--- src/rtl/heart_rate_pkg.sv ---
// Shared types and constants for the heart-rate monitor: FSM state encoding,
// active-low seven-segment glyphs and default alarm thresholds.
package heart_rate_pkg;

  typedef enum logic [2:0] {
    ST_IDLE,
    ST_CLEAR,
    ST_COUNT,
    ST_CAPTURE,
    ST_DISPLAY
  } hr_state_e;

  localparam int unsigned DEF_LOW_BPM  = 60;
  localparam int unsigned DEF_HIGH_BPM = 100;
  localparam logic [9:0]  BEAT_MAX     = 10'd999;

  // Segment order {g,f,e,d,c,b,a}, a lit segment is 0
  localparam logic [6:0] SEG_0     = 7'b1000000;
  localparam logic [6:0] SEG_1     = 7'b1111001;
  localparam logic [6:0] SEG_2     = 7'b0100100;
  localparam logic [6:0] SEG_3     = 7'b0110000;
  localparam logic [6:0] SEG_4     = 7'b0011001;
  localparam logic [6:0] SEG_5     = 7'b0010010;
  localparam logic [6:0] SEG_6     = 7'b0000010;
  localparam logic [6:0] SEG_7     = 7'b1111000;
  localparam logic [6:0] SEG_8     = 7'b0000000;
  localparam logic [6:0] SEG_9     = 7'b0010000;
  localparam logic [6:0] SEG_BLANK = 7'b1111111;

  function automatic logic [6:0] seg7(input logic [3:0] d);
    case (d)
      4'd0:    seg7 = SEG_0;
      4'd1:    seg7 = SEG_1;
      4'd2:    seg7 = SEG_2;
      4'd3:    seg7 = SEG_3;
      4'd4:    seg7 = SEG_4;
      4'd5:    seg7 = SEG_5;
      4'd6:    seg7 = SEG_6;
      4'd7:    seg7 = SEG_7;
      4'd8:    seg7 = SEG_8;
      4'd9:    seg7 = SEG_9;
      default: seg7 = SEG_BLANK;
    endcase
  endfunction

endpackage

--- src/rtl/hr_display.sv ---
// Multiplexed 3-digit seven-segment driver: binary-to-BCD conversion of the
// BPM value and a free-running digit scan (units, tens, hundreds).
module hr_display
  import heart_rate_pkg::*;
#(
  parameter int unsigned MUX_DIV = 64
) (
  input  logic       clk_i,
  input  logic       rst_ni,
  input  logic [9:0] bpm_i,
  output logic [2:0] an_o,
  output logic [6:0] seg_o
);

  localparam int unsigned MW       = $clog2(MUX_DIV + 1);
  localparam logic [MW-1:0] MUX_LAST = MW'(MUX_DIV - 1);

  logic [MW-1:0] mux_cnt_q, mux_cnt_d;
  logic [1:0]    idx_q, idx_d;
  logic [21:0]   dd;
  logic [3:0]    units, tens, hundreds, digit;

  always_comb begin
    mux_cnt_d = mux_cnt_q + 1'b1;
    idx_d     = idx_q;
    if (mux_cnt_q == MUX_LAST) begin
      mux_cnt_d = '0;
      idx_d     = (idx_q == 2'd2) ? 2'd0 : idx_q + 2'd1;
    end
  end

  always_ff @(posedge clk_i) begin
    if (!rst_ni) begin
      mux_cnt_q <= '0;
      idx_q     <= '0;
    end else begin
      mux_cnt_q <= mux_cnt_d;
      idx_q     <= idx_d;
    end
  end

  // Shift-add-3 conversion; 12 BCD bits sit above the 10 binary bits
  always_comb begin
    dd = {12'b0, bpm_i};
    for (int unsigned i = 0; i < 10; i++) begin
      if (dd[13:10] >= 4'd5) dd[13:10] = dd[13:10] + 4'd3;
      if (dd[17:14] >= 4'd5) dd[17:14] = dd[17:14] + 4'd3;
      if (dd[21:18] >= 4'd5) dd[21:18] = dd[21:18] + 4'd3;
      dd = dd << 1;
    end
    units    = dd[13:10];
    tens     = dd[17:14];
    hundreds = dd[21:18];
  end

  always_comb begin
    an_o  = 3'b110;
    digit = units;
    case (idx_q)
      2'd0: begin an_o = 3'b110; digit = units;    end
      2'd1: begin an_o = 3'b101; digit = tens;     end
      default: begin an_o = 3'b011; digit = hundreds; end
    endcase
    seg_o = seg7(digit);
  end

endmodule

--- src/rtl/heart_rate_monitor.sv ---
// Heart-rate monitor: sequences clear/count/capture, counts internally
// generated beats over a fixed window and displays the captured BPM.
module heart_rate_monitor
  import heart_rate_pkg::*;
#(
  parameter int unsigned TICK_DIV  = 10,
  parameter int unsigned WIN_TICKS = 600,
  parameter int unsigned MUX_DIV   = 64,
  parameter int unsigned LOW_BPM   = DEF_LOW_BPM,
  parameter int unsigned HIGH_BPM  = DEF_HIGH_BPM
) (
  input  logic       clk,
  input  logic       rst_n,
  input  logic       ena,
  input  logic [7:0] ui_in,
  input  logic [7:0] uio_in,
  output logic [7:0] uo_out,
  output logic [7:0] uio_out,
  output logic [7:0] uio_oe
);

  localparam int unsigned PW = $clog2(TICK_DIV + 1);
  localparam int unsigned TW = $clog2(WIN_TICKS + 1);
  localparam logic [PW-1:0] PRESC_LAST = PW'(TICK_DIV - 1);
  localparam logic [TW-1:0] TICK_LAST  = TW'(WIN_TICKS - 1);
  localparam logic [9:0]    LOW_L      = 10'(LOW_BPM);
  localparam logic [9:0]    HIGH_L     = 10'(HIGH_BPM);

  hr_state_e state_q, state_d;

  logic [PW-1:0] presc_q, presc_d;
  logic [TW-1:0] tick_cnt_q, tick_cnt_d;
  logic [7:0]    phase_q, phase_d;
  logic [9:0]    beat_q, beat_d;
  logic [9:0]    bpm_q, bpm_d;

  logic       start, cls;
  logic       clear, en_count, en_cap, alarm;
  logic       tick, win_done, hit;
  logic [8:0] phase_inc;
  logic [2:0] an;
  logic [6:0] seg;
  logic       unused_ok;

  assign start     = uio_in[0];
  assign cls       = uio_in[1];
  assign unused_ok = &{ena, uio_in[7:2]};

  assign tick      = en_count && (presc_q == PRESC_LAST);
  assign win_done  = tick && (tick_cnt_q == TICK_LAST);
  assign phase_inc = {1'b0, phase_q} + 9'd1;
  assign hit       = (ui_in != 8'd0) && (phase_inc == {1'b0, ui_in});

  always_ff @(posedge clk) begin
    if (!rst_n) state_q <= ST_IDLE;
    else        state_q <= state_d;
  end

  always_comb begin
    state_d = state_q;
    if (cls) begin
      state_d = ST_IDLE;
    end else begin
      case (state_q)
        ST_IDLE:    if (start) state_d = ST_CLEAR;
        ST_CLEAR:   state_d = ST_COUNT;
        ST_COUNT:   if (win_done) state_d = ST_CAPTURE;
        ST_CAPTURE: state_d = ST_DISPLAY;
        ST_DISPLAY: if (start) state_d = ST_CLEAR;
        default:    state_d = ST_IDLE;
      endcase
    end
  end

  always_comb begin
    clear    = 1'b0;
    en_count = 1'b0;
    en_cap   = 1'b0;
    case (state_q)
      ST_CLEAR:   clear    = 1'b1;
      ST_COUNT:   en_count = 1'b1;
      ST_CAPTURE: en_cap   = 1'b1;
      default:    ;
    endcase
  end

  always_comb begin
    presc_d    = presc_q;
    tick_cnt_d = tick_cnt_q;
    phase_d    = phase_q;
    beat_d     = beat_q;
    bpm_d      = bpm_q;
    if (clear) begin
      presc_d    = '0;
      tick_cnt_d = '0;
      phase_d    = '0;
      beat_d     = '0;
    end else if (en_count) begin
      if (tick) begin
        presc_d    = '0;
        tick_cnt_d = tick_cnt_q + 1'b1;
        // set_pulso is read live; a phase already past it wraps at 256
        phase_d    = hit ? 8'd0 : phase_inc[7:0];
        if (hit && beat_q != BEAT_MAX) beat_d = beat_q + 10'd1;
      end else begin
        presc_d = presc_q + 1'b1;
      end
    end
    if (cls)         bpm_d = '0;
    else if (en_cap) bpm_d = beat_q;
  end

  always_ff @(posedge clk) begin
    if (!rst_n) begin
      presc_q    <= '0;
      tick_cnt_q <= '0;
      phase_q    <= '0;
      beat_q     <= '0;
      bpm_q      <= '0;
    end else begin
      presc_q    <= presc_d;
      tick_cnt_q <= tick_cnt_d;
      phase_q    <= phase_d;
      beat_q     <= beat_d;
      bpm_q      <= bpm_d;
    end
  end

  assign alarm = (state_q == ST_DISPLAY) && ((bpm_q < LOW_L) || (bpm_q > HIGH_L));

  hr_display #(
    .MUX_DIV (MUX_DIV)
  ) u_display (
    .clk_i  (clk),
    .rst_ni (rst_n),
    .bpm_i  (bpm_q),
    .an_o   (an),
    .seg_o  (seg)
  );

  assign uo_out  = {alarm, seg};
  assign uio_out = {2'b00, clear, en_cap, en_count, an};
  assign uio_oe  = 8'b0011_1100;

endmodule

--- config.mk ---
export PLATFORM = sky130hd
export DESIGN_NAME = heart_rate_monitor
export DESIGN_NICKNAME = d
export VERILOG_FILES = /design/src/rtl/heart_rate_pkg.sv /design/src/rtl/hr_display.sv /design/src/rtl/heart_rate_monitor.sv
export SDC_FILE = /design/constraint.sdc
export NUM_CORES = 1
export LEC_CHECK = 0
export CORE_ASPECT_RATIO = 0.9
export CORE_MARGIN = 1.5
export CORE_UTILIZATION = 50
export CTS_BUF_LIST = sky130_fd_sc_hd__clkbuf_2
export DETAILED_ROUTE_END_ITERATION = 10
export GPL_TIMING_DRIVEN = 0
export PLACE_DENSITY = 0.81
export SYNTH_ARGS = -nofsm -noshare
export SYNTH_HDL_FRONTEND = slang
export SYNTH_SLANG_ARGS = --single-unit
export TNS_END_PERCENT = 5
--- constraint.sdc ---
create_clock -name clk -period 8.6 [get_ports clk]
set_clock_uncertainty 0.1 [all_clocks]
set_input_delay 0.86 -clock clk [delete_from_list [all_inputs] [get_ports clk]]
set_output_delay 0.86 -clock clk [all_outputs]
set_load 0.01 [all_outputs]
**After elaboration in Yosys (flattened, before gate mapping)**

Memory sizes are Yosys's and may differ from the RTL's.
Cells that the tools add are included.

- Reduce and logical (&&, ||, !) cells: 16
- Add/sub/neg operators: 30
- Bitwise logic cells: 1
- Magnitude comparators: 26
- Eq/ne operators: 13
- Mux-type cells: 35

Operators with widths:

| cell | number |
|---|---|
| 4-bit by 3-bit greater-or-equal comparator with 1-bit output, second input constant | 21 |
| 4-bit two-way mux | 18 |
| 4-bit by 2-bit adder with 4-bit output, second input constant | 15 |
| 3-bit two-way mux | 9 |
| 10-bit by 1-bit adder with 10-bit output, second input constant | 2 |
| 3-bit by 2-bit adder with 3-bit output, second input constant | 6 |
| 3-bit one-hot mux with 4 select lines | 1 |
| 10-bit equality test, second input constant | 1 |
| 10-bit by 7-bit greater-than comparator with 1-bit output, second input constant | 1 |
| 10-bit by 6-bit < comparator with 1-bit output, second input constant | 1 |
| 10-bit != test, second input constant | 1 |
| 1-bit by 2-bit adder with 3-bit output, second input constant | 3 |
| 8-bit by 1-bit adder with 9-bit output, second input constant | 1 |
| 9-bit by 8-bit equality test with 1-bit output | 1 |
| 1-bit by 3-bit greater-or-equal comparator with 1-bit output, second input constant | 3 |
| 8-bit two-way mux | 1 |
| 4-bit one-hot mux with 2 select lines | 1 |
| 8-bit nonzero test | 1 |
| 2-bit OR reduction | 4 |
| 7-bit by 1-bit adder with 7-bit output, second input constant | 1 |
| 7-bit by 6-bit equality test with 1-bit output, second input constant | 1 |
| 3-bit by 2-bit equality test with 1-bit output, second input constant | 2 |
| 3-bit one-hot mux with 2 select lines | 1 |
| 1-bit logical AND | 5 |
| other kinds (17) | 20 |

- Bits in registers: 54
- Input bits: 19
- Bits in read-only memories: 112
- Output and inout bits: 24
- Logic and storage cells: 130
- Memories kept: 1

Memory list:

| memory | words | width | rd ports | clocked after Yosys merged registers in | wr ports | RTL line | RTL |
|---|---|---|---|---|---|---|---|
| (no name shown) | 16 | 7 | 1 | 0 | 0 | heart_rate_pkg.sv:31 | `case (d)` |

**Depth between registers and ports, before layout**

Gate-level depths: netlist of the first run.
An unclocked memory read counts as a cell.

- Depth after elaboration: 20
- Depth in mapped cells: 42
- Gate-level depth less buffers: 42

**By module**

A second synthesis of the first run with hierarchy kept.

- Cells, all modules: 646
- Area, all modules: 5,039.8 um^2

By module, submodules not included:

| module | sequential area each (um^2) | cells each | area each (um^2) | instances |
|---|---|---|---|---|
| hr_display | 180.2 | 365 | 2,616.3 | 1 |
| heart_rate_monitor | 900.9 | 281 | 2,423.6 | 1 |

**Worst setup path before layout of the first run**

Ideal clock, no wire load.

- Kind: reg2out
- Start: reg bpm_q[7]
- End: out uo_out[3]
- Arrival time: 7.801 ns
- Path buffers: 0
- Required time: 7.640 ns
- Slack: -0.161 ns
- Stages on the path, launching flop included: 42
- Cell sequence: dfxtp_1 -> inv_1 -> ha_1 -> inv_1 -> ha_1 -> a21oi_1 -> xnor2_1 -> ha_1 -> nor2b_1 -> o21ai_1 -> a21oi_1 -> xnor2_1 -> inv_1 -> ha_1 -> nor2b_1 -> nor4_2 -> nor2_1 -> ha_1 -> [6 not listed] -> a21o_1 -> a211o_1 -> mux2_2 -> inv_1 -> ha_1 -> or3_1 -> a211o_1 -> a31oi_4 -> nor2_1 -> nor2_1 -> ha_1 -> or4_1 -> nand3_1 -> mux2i_1 -> o221ai_2 -> inv_1 -> ha_1 -> o22a_1

- Cells in the longest elaborated chain, start to end: 16
- Elaborated cells on any way between the ends: 56
- Those cells by class: 18 x add/sub; 18 x order compare; 19 x mux; 1 x memory

RTL lines:

| element | RTL line | RTL |
|---|---|---|
| start: declaration | heart_rate_monitor.sv:35 | `logic [9:0] bpm_q, bpm_d;` |
| start signal: assignment | heart_rate_monitor.sv:125 | `bpm_q <= bpm_d;` |
| 4-bit by 2-bit adder with 4-bit output or 4-bit by 3-bit greater-or-equal comparator with 1-bit output (tied branches) | hr_display.sv:46 | `if (dd[13:10] >= 4'd5) dd[13:10] = dd[13:10] + 4'd3;` |
| 4-bit two-way mux (*) | hr_display.sv:46 |  |
| 4-bit by 2-bit adder with 4-bit output (tied with other cells) | hr_display.sv:46 |  |
| 4-bit two-way mux (on tied branches) | hr_display.sv:46, hr_display.sv:47 |  |
| 4-bit by 2-bit adder with 4-bit output (tied with other cells) | hr_display.sv:46 |  |
| 4-bit two-way mux (tied with other cells) | hr_display.sv:46 |  |
| 4-bit by 2-bit adder with 4-bit output (tied with other cells) | hr_display.sv:46 |  |
| 4-bit two-way mux (tied with other cells) | hr_display.sv:46 |  |
| 4-bit by 2-bit adder with 4-bit output (tied with other cells) | hr_display.sv:47 | `if (dd[17:14] >= 4'd5) dd[17:14] = dd[17:14] + 4'd3;` |
| 4-bit two-way mux (tied with other cells) | hr_display.sv:47 |  |
| 4-bit by 2-bit adder with 4-bit output (tied with other cells) | hr_display.sv:47 |  |
| 4-bit two-way mux (tied with other cells) | hr_display.sv:47 |  |
| 4-bit by 2-bit adder with 4-bit output (tied with other cells) | hr_display.sv:47 |  |
| 4-bit two-way mux (tied with other cells) | hr_display.sv:47 |  |
| 4-bit one-hot mux with 2 select lines (*) | hr_display.sv:59 | `case (idx_q)` |
| memory 16 x 7 bit (*) | - |  |
| end: declaration | heart_rate_monitor.sv:17 | `output logic [7:0] uo_out,` |

Mark *: on every way between the ends. The rest lies on a longest branch, timed or not.

**Final worst setup path of the first run**

- Start: reg bpm_q[8]
- End: out uo_out[3]

- Cells in the longest elaborated chain, start to end: 18
- Elaborated cells on any way between the ends: 65
- Those cells by class: 21 x add/sub; 21 x order compare; 22 x mux; 1 x memory

RTL lines:

| element | RTL line |
|---|---|
| 4-bit by 2-bit adder with 4-bit output or 4-bit by 3-bit greater-or-equal comparator with 1-bit output (tied branches) | hr_display.sv:46 |
| 4-bit two-way mux (*) | hr_display.sv:46 |
| 4-bit by 2-bit adder with 4-bit output (tied with other cells) | hr_display.sv:46 |
| 4-bit two-way mux (on tied branches) | hr_display.sv:46, hr_display.sv:47 |
| 4-bit by 2-bit adder with 4-bit output (tied with other cells) | hr_display.sv:46 |
| 4-bit two-way mux (tied with other cells) | hr_display.sv:46 |
| 4-bit by 2-bit adder with 4-bit output (tied with other cells) | hr_display.sv:46 |
| 4-bit two-way mux (tied with other cells) | hr_display.sv:46 |
| [2 not listed] | - |
| 4-bit by 2-bit adder with 4-bit output (tied with other cells) | hr_display.sv:47 |
| 4-bit two-way mux (tied with other cells) | hr_display.sv:47 |
| 4-bit by 2-bit adder with 4-bit output (tied with other cells) | hr_display.sv:47 |
| 4-bit two-way mux (tied with other cells) | hr_display.sv:47 |
| 4-bit by 2-bit adder with 4-bit output (tied with other cells) | hr_display.sv:47 |
| 4-bit two-way mux (tied with other cells) | hr_display.sv:47 |
| 4-bit one-hot mux with 2 select lines (*) | hr_display.sv:59 |
| memory 16 x 7 bit (*) | - |

Marks and branches as above.

==> key figures, run 1 <==
Timing
  • Max-slew headroom: between 40% and 50%
  • Final setup viols: 7
  • RSZ-0062 raised after global routing: yes
  • Setup TNS: -1210 ps
  • Fin. max-slew vios: 0
  • Worst slew pin tran: approximately 800 ps
  • Tcrit/Tclk final: 103%
  • Final worst slack: -258 ps
  • Endpoints failing hold: 0
  • Fmax: around 0.11 GHz
  • Hold_ws: between 300 and 400 ps
  • Fin crit period: about 8900 ps

Power
  • P_leak: about 2.3 nW
  • Max VDD drop: ~0.076 mV
  • Power Density: roughly 64 mW/mm2
  • Power Total: around 380 uW

Floorplan
  • Initial Utilization: 52.1%
  • Die Y: 96.1 um
  • I/O pin total: between 40 and 50
  • Core Area: 0.00925 mm2
  • Total die area: between 0.01 and 0.015 mm2
  • # rows: 33
  • Die Span X: 106 um

Setup path
  • Crit. Startpoint: bpm_q[8]$_SDFFE_PP0P_
  • Crit path launch type: flop
  • R2r startpoint: phase_q[0]$_SDFFE_PP0P_
  • Crit path DAT: about 7900 ps
  • Kind of critical path: reg -> out
  • Worst Reg2Reg Path Length in Cells: 13
  • Reg2reg end: beat_q[5]$_SDFFE_PP0P_
  • Crit path max fanout: 4
  • Reg2Reg Setup Slack: roughly 5200 ps
  • Top cell by count, worst path: ha_4
  • CP max-delay cell: or4_4
  • CP Capture Point: uo_out[3]
  • WP data required: around 7600 ps
  • Slowest stage delay, CP: around 530 ps
  • Crit. End Element: primary output

CTS
  • # H-tree levels: 2
  • Root Driver: clkbuf_2
  • CTS tree: yes
  • Total CTS buffers: 5
  • Hold-fix buffers, CTS: 0
  • Reg clk slew, reported paths: 300 ps
  • CTS max path bufs: 2
  • Clock sink count: 54
  • Worst-skew pair later-pin latency: 430 ps

Routing
  • Initial DRT Pass Iterations: 6
  • WL final: around 13 mm
  • Vias per Instance: 6.03
  • DR iter-0 viols: roughly 390
  • Per-cell routed wire length: roughly 16 um
  • DRC: 0
  • Post-route ant nets: 0
  • Via count: 5051

Final layout
  • N_diodes: 0
  • Fillers: 753
  • Area Growth Syn to Fin: 24.6%
  • Layout cell share with drive strength beyond 1: between 20% and 30%
  • Post-Layout Cell Count: roughly 840
  • Final Util: 64.8%
  • Design Area, Final: roughly 0.006 mm2
  • Nets: 761

Placement
  • Worst slack, placed: -1650 ps
  • Detailed placement HPWL: just under 9 mm
  • Final GP Congestion: 0.928
  • Placed Area: ~0.0053 mm2
  • DP Cell Count: roughly 800
  • Port Buffer Count: 25

Synthesis
  • Post-Synthesis Cell Area: ~0.0048 mm2
  • Main synth FF type: dfxtp_1
  • Post-synthesis simple-gate area fraction: about 28%
  • Synth Area in Compound Gates: 24.9%
  • Cells after synthesis: about 640
  • Mean Syn Cell Area: about 7.6 um2
  • #FFs+latches synth: 54
  • Asr flop ratio synth: 0%
  • Adder-Cell Fraction of Synth Area: just over 7%
  • Post-Synth XOR/XNOR Area: under 10%
  • Multiplexer share of the synthesized area: 4.37%
  • Post-synth EDFFs: 0
  • Largest family of logic cells by synthesized area: simple AND/OR/NAND/NOR gates
  • Register area share after synthesis: between 20% and 30%
  • Synth warnings: 0
  • Netlist cell types: 87

Run
  • Maximum Capacitance Violations: 0

Global routing
  • Vias in the first global route: between 4000 and 5000
  • Tot GR Track Use: between 20 and 30%
  • First-pass GRT wire length: ~22 mm
  • Initial antenna violation count: 0
  • Grt ovf: 0
  • Largest net degree at the start of global routing: 17

Min path
  • WHS Path Cells: 1
  • Hold Path Class: reg -> reg

Outcome
  • Failing checks: negative setup slack
  • Outcome: finished, violations left
cell type report:
cell class              instances  area (um2)  share of cell area [%]
plain buffers                  35         190                    3.17
clock buffers                   5        25.0                   0.417
clock inverters                 2        13.8                   0.230
inverters                      30         123                    2.04
multi-input cells             526        3880                    64.6
flip-flops and latches         54        1090                    18.2
well taps                     122         153                    2.55
repair buffers                 63         527                    8.78
timing repair:
| action | in CTS | in global routing |
|---|---|---|
| pin swaps | 17 | 23 |
| gates resized for setup | 86 | 32 |
| setup buffers | 26 | 12 |
| endpoints found under the setup margin | 7 | 7 |
worst min-delay path by stage:
stage                                                 start                           endpoint  slack (ps)
after floorplan           u_display.mux_cnt_q[0]$_SDFF_PP0_  u_display.mux_cnt_q[0]$_SDFF_PP0_         320
after global placement    u_display.mux_cnt_q[0]$_SDFF_PP0_  u_display.mux_cnt_q[0]$_SDFF_PP0_         320
after detailed placement  u_display.mux_cnt_q[0]$_SDFF_PP0_  u_display.mux_cnt_q[0]$_SDFF_PP0_         340
after CTS                 u_display.mux_cnt_q[0]$_SDFF_PP0_  u_display.mux_cnt_q[0]$_SDFF_PP0_         380
after global routing      u_display.mux_cnt_q[0]$_SDFF_PP0_  u_display.mux_cnt_q[0]$_SDFF_PP0_         410
final                     u_display.mux_cnt_q[0]$_SDFF_PP0_  u_display.mux_cnt_q[0]$_SDFF_PP0_         380
where the power goes:
part           internal [mW]  total, mW  leakage, nW  switching (mW)
Combinational         0.0132     0.0270         1.87          0.0139
Sequential             0.252      0.254        0.438         0.00156
Clock                 0.0194      0.101       0.0292          0.0813
Total                  0.285      0.382         2.34          0.0968
cell usage after synthesis (4+ instances only):
| cell type | instances | area share [%] |
|---|---|---|
| a211o_1 | 4 | 0.73 |
| a211oi_1 | 10 | 1.6 |
| a21oi_1 | 36 | 3.7 |
| a31oi_1 | 7 | 0.91 |
| a32oi_1 | 5 | 0.91 |
| and2_1 | 8 | 1.0 |
| and3_1 | 11 | 1.4 |
| buf_2 | 4 | 0.42 |
| buf_4 | 14 | 2.2 |
| clkbuf_1 | 17 | 1.3 |
| dfxtp_1 | 54 | 22 |
| ha_1 | 27 | 7.0 |
| inv_1 | 29 | 2.3 |
| mux2_2 | 6 | 1.4 |
| mux2i_1 | 9 | 1.9 |
| nand2_1 | 67 | 5.2 |
| nand2b_1 | 9 | 1.2 |
| nand3_1 | 19 | 2.0 |
| nand3b_1 | 4 | 0.62 |
| nand4_1 | 8 | 1.0 |
| nor2_1 | 83 | 6.5 |
| nor2b_1 | 4 | 0.52 |
| nor3_1 | 16 | 1.7 |
| nor4_1 | 7 | 0.91 |
| o21a_1 | 4 | 0.62 |
| o21ai_0 | 26 | 2.7 |
| o21ai_1 | 5 | 0.52 |
| o22a_1 | 4 | 0.73 |
| o22ai_1 | 4 | 0.52 |
| o31ai_1 | 5 | 0.78 |
| or2_2 | 4 | 0.52 |
| or3_1 | 13 | 1.7 |
| or4_1 | 4 | 0.62 |
| xnor2_1 | 15 | 2.7 |
| xor2_1 | 23 | 4.2 |
flip-flops by register name, indices dropped and copies added (netlist names):
| name | flops |
|---|---|
| beat_q | 10 |
| bpm_q | 10 |
| phase_q | 8 |
| presc_q | 4 |
| state_q | 3 |
| tick_cnt_q | 10 |
| u_display.idx_q | 2 |
| u_display.mux_cnt_q | 7 |
placed cells by master (no fill, tap or decap), types with 8 or more instances in the layout:
master           netlist  routed
ha_1                  27      12
nand2_1               67      67
o21ai_0               26      26
ha_4                   0      10
or3_1                 13      12
nor2_1                83      81
conb_1                 2      10
nor3_1                16      15
a211oi_1              10       9
inv_1                 29      23
buf_4                 14      49
nand2b_1               9       8
nand3_1               19      18
clkdlybuf4s50_1        0      18
buf_2                  4       9
nand4_1                8       8
clkbuf_1              17      16
mux2i_1                9       8
and3_1                11      11
xnor2_1               15      13
a21oi_1               36      31
dfxtp_1               54      51
xor2_1                23      23
kinds of logic (layout without fill, tap and decap cells):
family	count (synthesis)	count (layout)
muxes	18	18
other	2	10
AOI/OAI and AO/OA	163	163
DFF	54	54
and+or+nand+nor	269	269
xor gates and xnor gates	38	38
buffers and inverters	65	135
adders and majority gates	28	28
worst max-delay path, delay by kind of cell (launching register included):
kind | cells | cell delay [ps]
mux | 2 | 380
simple gates | 11 | 2410
fa+ha+maj | 8 | 1280
compound gates | 11 | 1930
flops | 1 | 430
xor+xnor | 2 | 290
buf+inv | 8 | 740
per-layer routing:
metal  vias up  global-route usage (%)  wire (um)
li1       2448                       -          -
met1      2375                    33.6       5830
met2       188                    43.2       6290
met3        40                    3.32        727
met4         0                    10.1        386
met5         -                       0          0
(Power assumes the default switching activity.)
==> run 2, diff against run 1 <==
--- a/config.mk
+++ b/config.mk
@@ -6,12 +6,13 @@
 export NUM_CORES = 1
 export LEC_CHECK = 0
 export CORE_ASPECT_RATIO = 0.9
-export CORE_MARGIN = 1.5
 export CORE_UTILIZATION = 50
 export CTS_BUF_LIST = sky130_fd_sc_hd__clkbuf_2
 export DETAILED_ROUTE_END_ITERATION = 10
 export GPL_TIMING_DRIVEN = 0
+export MAX_ROUTING_LAYER = met4
 export PLACE_DENSITY = 0.81
+export SLEW_MARGIN = 15
 export SYNTH_ARGS = -nofsm -noshare
 export SYNTH_HDL_FRONTEND = slang
 export SYNTH_SLANG_ARGS = --single-unit
==> key figures, run 2 (synthesis gave the netlist of run 1 again) <==
Floorplan
  • Initial Utilization: 52.1% (unchanged)
  • Total die area: 0.0100 mm2 (-2.0%)
  • # rows: 33 (unchanged)
  • Core Area: 0.00925 mm2 (unchanged)
  • Die Span X: 105 um (-0.94%)
  • I/O pin total: 43 (unchanged)
  • Die Y: 95.1 um (-1.0%)

Final layout
  • Commonest non-fill, non-tap cells in the layout: nor2_1, nand2_1, buf_4, dfxtp_1, a21oi_1
  • Final Util: 66.4% (+1.6 points)
  • Top Registers: beat_q x10, bpm_q x10, tick_cnt_q x10
  • Area Growth Syn to Fin: 27.6%
  • Leading cell type in the layout, fill and taps excluded: nor2_1
  • Nets: 777 (+2.1%)
  • Layout cell share with drive strength beyond 1: 25.0% (+2.3 points)
  • N_diodes: 0 (unchanged)
  • Fillers: 734 (-2.5%)

Global routing
  • Grt ovf: 0 (unchanged)
  • Tot GR Track Use: 26.9% (+1.3 points)
  • First-pass GRT wire length: 21.5 mm (-0.48%)
  • Largest net degree at the start of global routing: 18 (+1)
  • Initial antenna violation count: 0 (unchanged)
  • Vias in the first global route: 4662 (-1.8%)

Power
  • P_leak: 2.41 nW (+3.1%)
  • Max VDD drop: 0.0844 mV (+12%)
  • Power Density: 62.8 mW/mm2 (-1.3%)

Setup path
  • WP data required: 7640 ps (about the same)
  • CP max-delay cell: or4_1
  • Slowest stage delay, CP: 520 ps (about the same)
  • Worst Reg2Reg Path Length in Cells: 13 (unchanged)
  • Reg2Reg Setup Slack: 5170 ps (about the same)
  • Crit. Startpoint: bpm_q[7]$_SDFFE_PP0P_
  • Kind of critical path: reg -> out
  • Crit path DAT: 7760 ps (-140 ps)
  • Reg2reg end: beat_q[7]$_SDFFE_PP0P_
  • Top cell by count, worst path: ha_4
  • Crit path max fanout: 6 (+2)
  • Crit path launch type: flop
  • Crit. End Element: primary output
  • CP Capture Point: uo_out[3]
  • R2r startpoint: phase_q[0]$_SDFFE_PP0P_

CTS
  • Clock sink count: 54 (unchanged)
  • # H-tree levels: 2 (unchanged)
  • Reg clk slew, reported paths: 290 ps (about the same)
  • CTS max path bufs: 2 (unchanged)
  • CTS tree: yes
  • Hold-fix buffers, CTS: 0 (unchanged)
  • Root Driver: clkbuf_2
  • Total CTS buffers: 5 (unchanged)
  • Worst-skew pair later-pin latency: 460 ps (+30 ps)

Timing
  • Final setup viols: 6 (-1)
  • Fin. max-slew vios: 0 (unchanged)
  • Max-slew headroom: 28.1% (-17 points)
  • Final worst slack: -124 ps (+134 ps)
  • RSZ-0062 raised after global routing: yes
  • Fmax: 0.115 GHz (+1.5%)
  • Tcrit/Tclk final: 101% (-1.6 points)
  • Fin crit period: 8720 ps (-134 ps)
  • Endpoints failing hold: 0 (unchanged)
  • Hold_ws: 372 ps (-4.55 ps)
  • Worst slew pin tran: 1050 ps (+248 ps)

Routing
  • DR iter-0 viols: 429 (+11%)
  • WL final: 13.8 mm (+4.6%)
  • Vias per Instance: 6.08 (+0.78%)
  • Via count: 5194 (+2.8%)
  • Per-cell routed wire length: 16.2 um (+2.5%)
  • DRC: 0 (unchanged)
  • Post-route ant nets: 0 (unchanged)
  • Initial DRT Pass Iterations: 5 (-1)

Outcome
  • Failing checks: negative setup slack
  • Outcome: finished, violations left

Placement
  • Worst slack, placed: -1680 ps (-26.9 ps)
  • Detailed placement HPWL: 8.85 mm (+0.71%)
  • Final GP Congestion: 0.933 (+0.53%)
  • Port Buffer Count: 25 (unchanged)

Run
  • Maximum Capacitance Violations: 0 (unchanged)

Min path
  • Hold Path Class: reg -> reg
-- run 2: power by group --
group          leakage (nW)  internal, mW  switching [mW]
clock network        0.0306        0.0205          0.0841
registers             0.438         0.252         0.00147
logic                  1.94        0.0132          0.0141
total                  2.41         0.286          0.0997
-- run 2: repair_timing --
action,4_1_cts,5_1_grt
gates resized for setup,87,41
buffers inserted,35,19
endpoints found under the setup margin,7,7
pin swaps,22,30
-- run 2: worst max-delay path, delay by kind of cell, from the launching register on --
family / cells / cell delay, ps
AO/OA/AOI/OAI: 11 / 1990
XOR/XNOR: 2 / 310
adder cells (fa/ha/maj): 7 / 1190
buffers and inverters: 7 / 780
flip-flops: 1 / 430
multiplexers: 2 / 390
AND/OR/NAND/NOR: 12 / 2240
-- run 2: area by class of cell --
cell class / instances / area [um2] / share of cell area [%]
multi-input cells: 526 / 3910 / 63.6
flip-flops and latches: 54 / 1090 / 17.7
repair buffers: 79 / 632 / 10.3
plain buffers: 35 / 190 / 3.10
well taps: 122 / 153 / 2.49
inverters: 30 / 125 / 2.04
clock buffers: 5 / 25.0 / 0.407
clock inverters: 3 / 21.3 / 0.346
-- run 2: through the flow --
stage               total power [mW]  TNS [ps]  area (um2)  instances
finish                         0.386      -492        6140        854
global route                   0.401     -2360        6140        854
CTS                            0.387         0        5810        835
detailed placement             0.286    -11080        5260        792
global placement               0.285     -8860        5260        792
floorplan                      0.275         0        4860        645
-- run 2: layer usage --
metal	track usage [%]	up-vias	wire length, um
met2	45.3	215	6600
met1	33.9	2441	6010
met4	9.04	0	469
met5	-	-	0
li1	-	2481	-
met3	3.14	57	746
-- run 2: worst min path at each step --
stage | from | end | slack, ps | cells past startpoint
global route | u_display.mux_cnt_q[0]$_SDFF_PP0_ | u_display.mux_cnt_q[0]$_SDFF_PP0_ | 400 | 1
CTS | u_display.mux_cnt_q[0]$_SDFF_PP0_ | u_display.mux_cnt_q[0]$_SDFF_PP0_ | 380 | 1
finish | u_display.mux_cnt_q[0]$_SDFF_PP0_ | u_display.mux_cnt_q[0]$_SDFF_PP0_ | 370 | 1
detailed placement | u_display.mux_cnt_q[0]$_SDFF_PP0_ | u_display.mux_cnt_q[0]$_SDFF_PP0_ | 350 | 1
global placement | u_display.mux_cnt_q[0]$_SDFF_PP0_ | u_display.mux_cnt_q[0]$_SDFF_PP0_ | 330 | 1
floorplan | u_display.mux_cnt_q[0]$_SDFF_PP0_ | u_display.mux_cnt_q[0]$_SDFF_PP0_ | 320 | 1
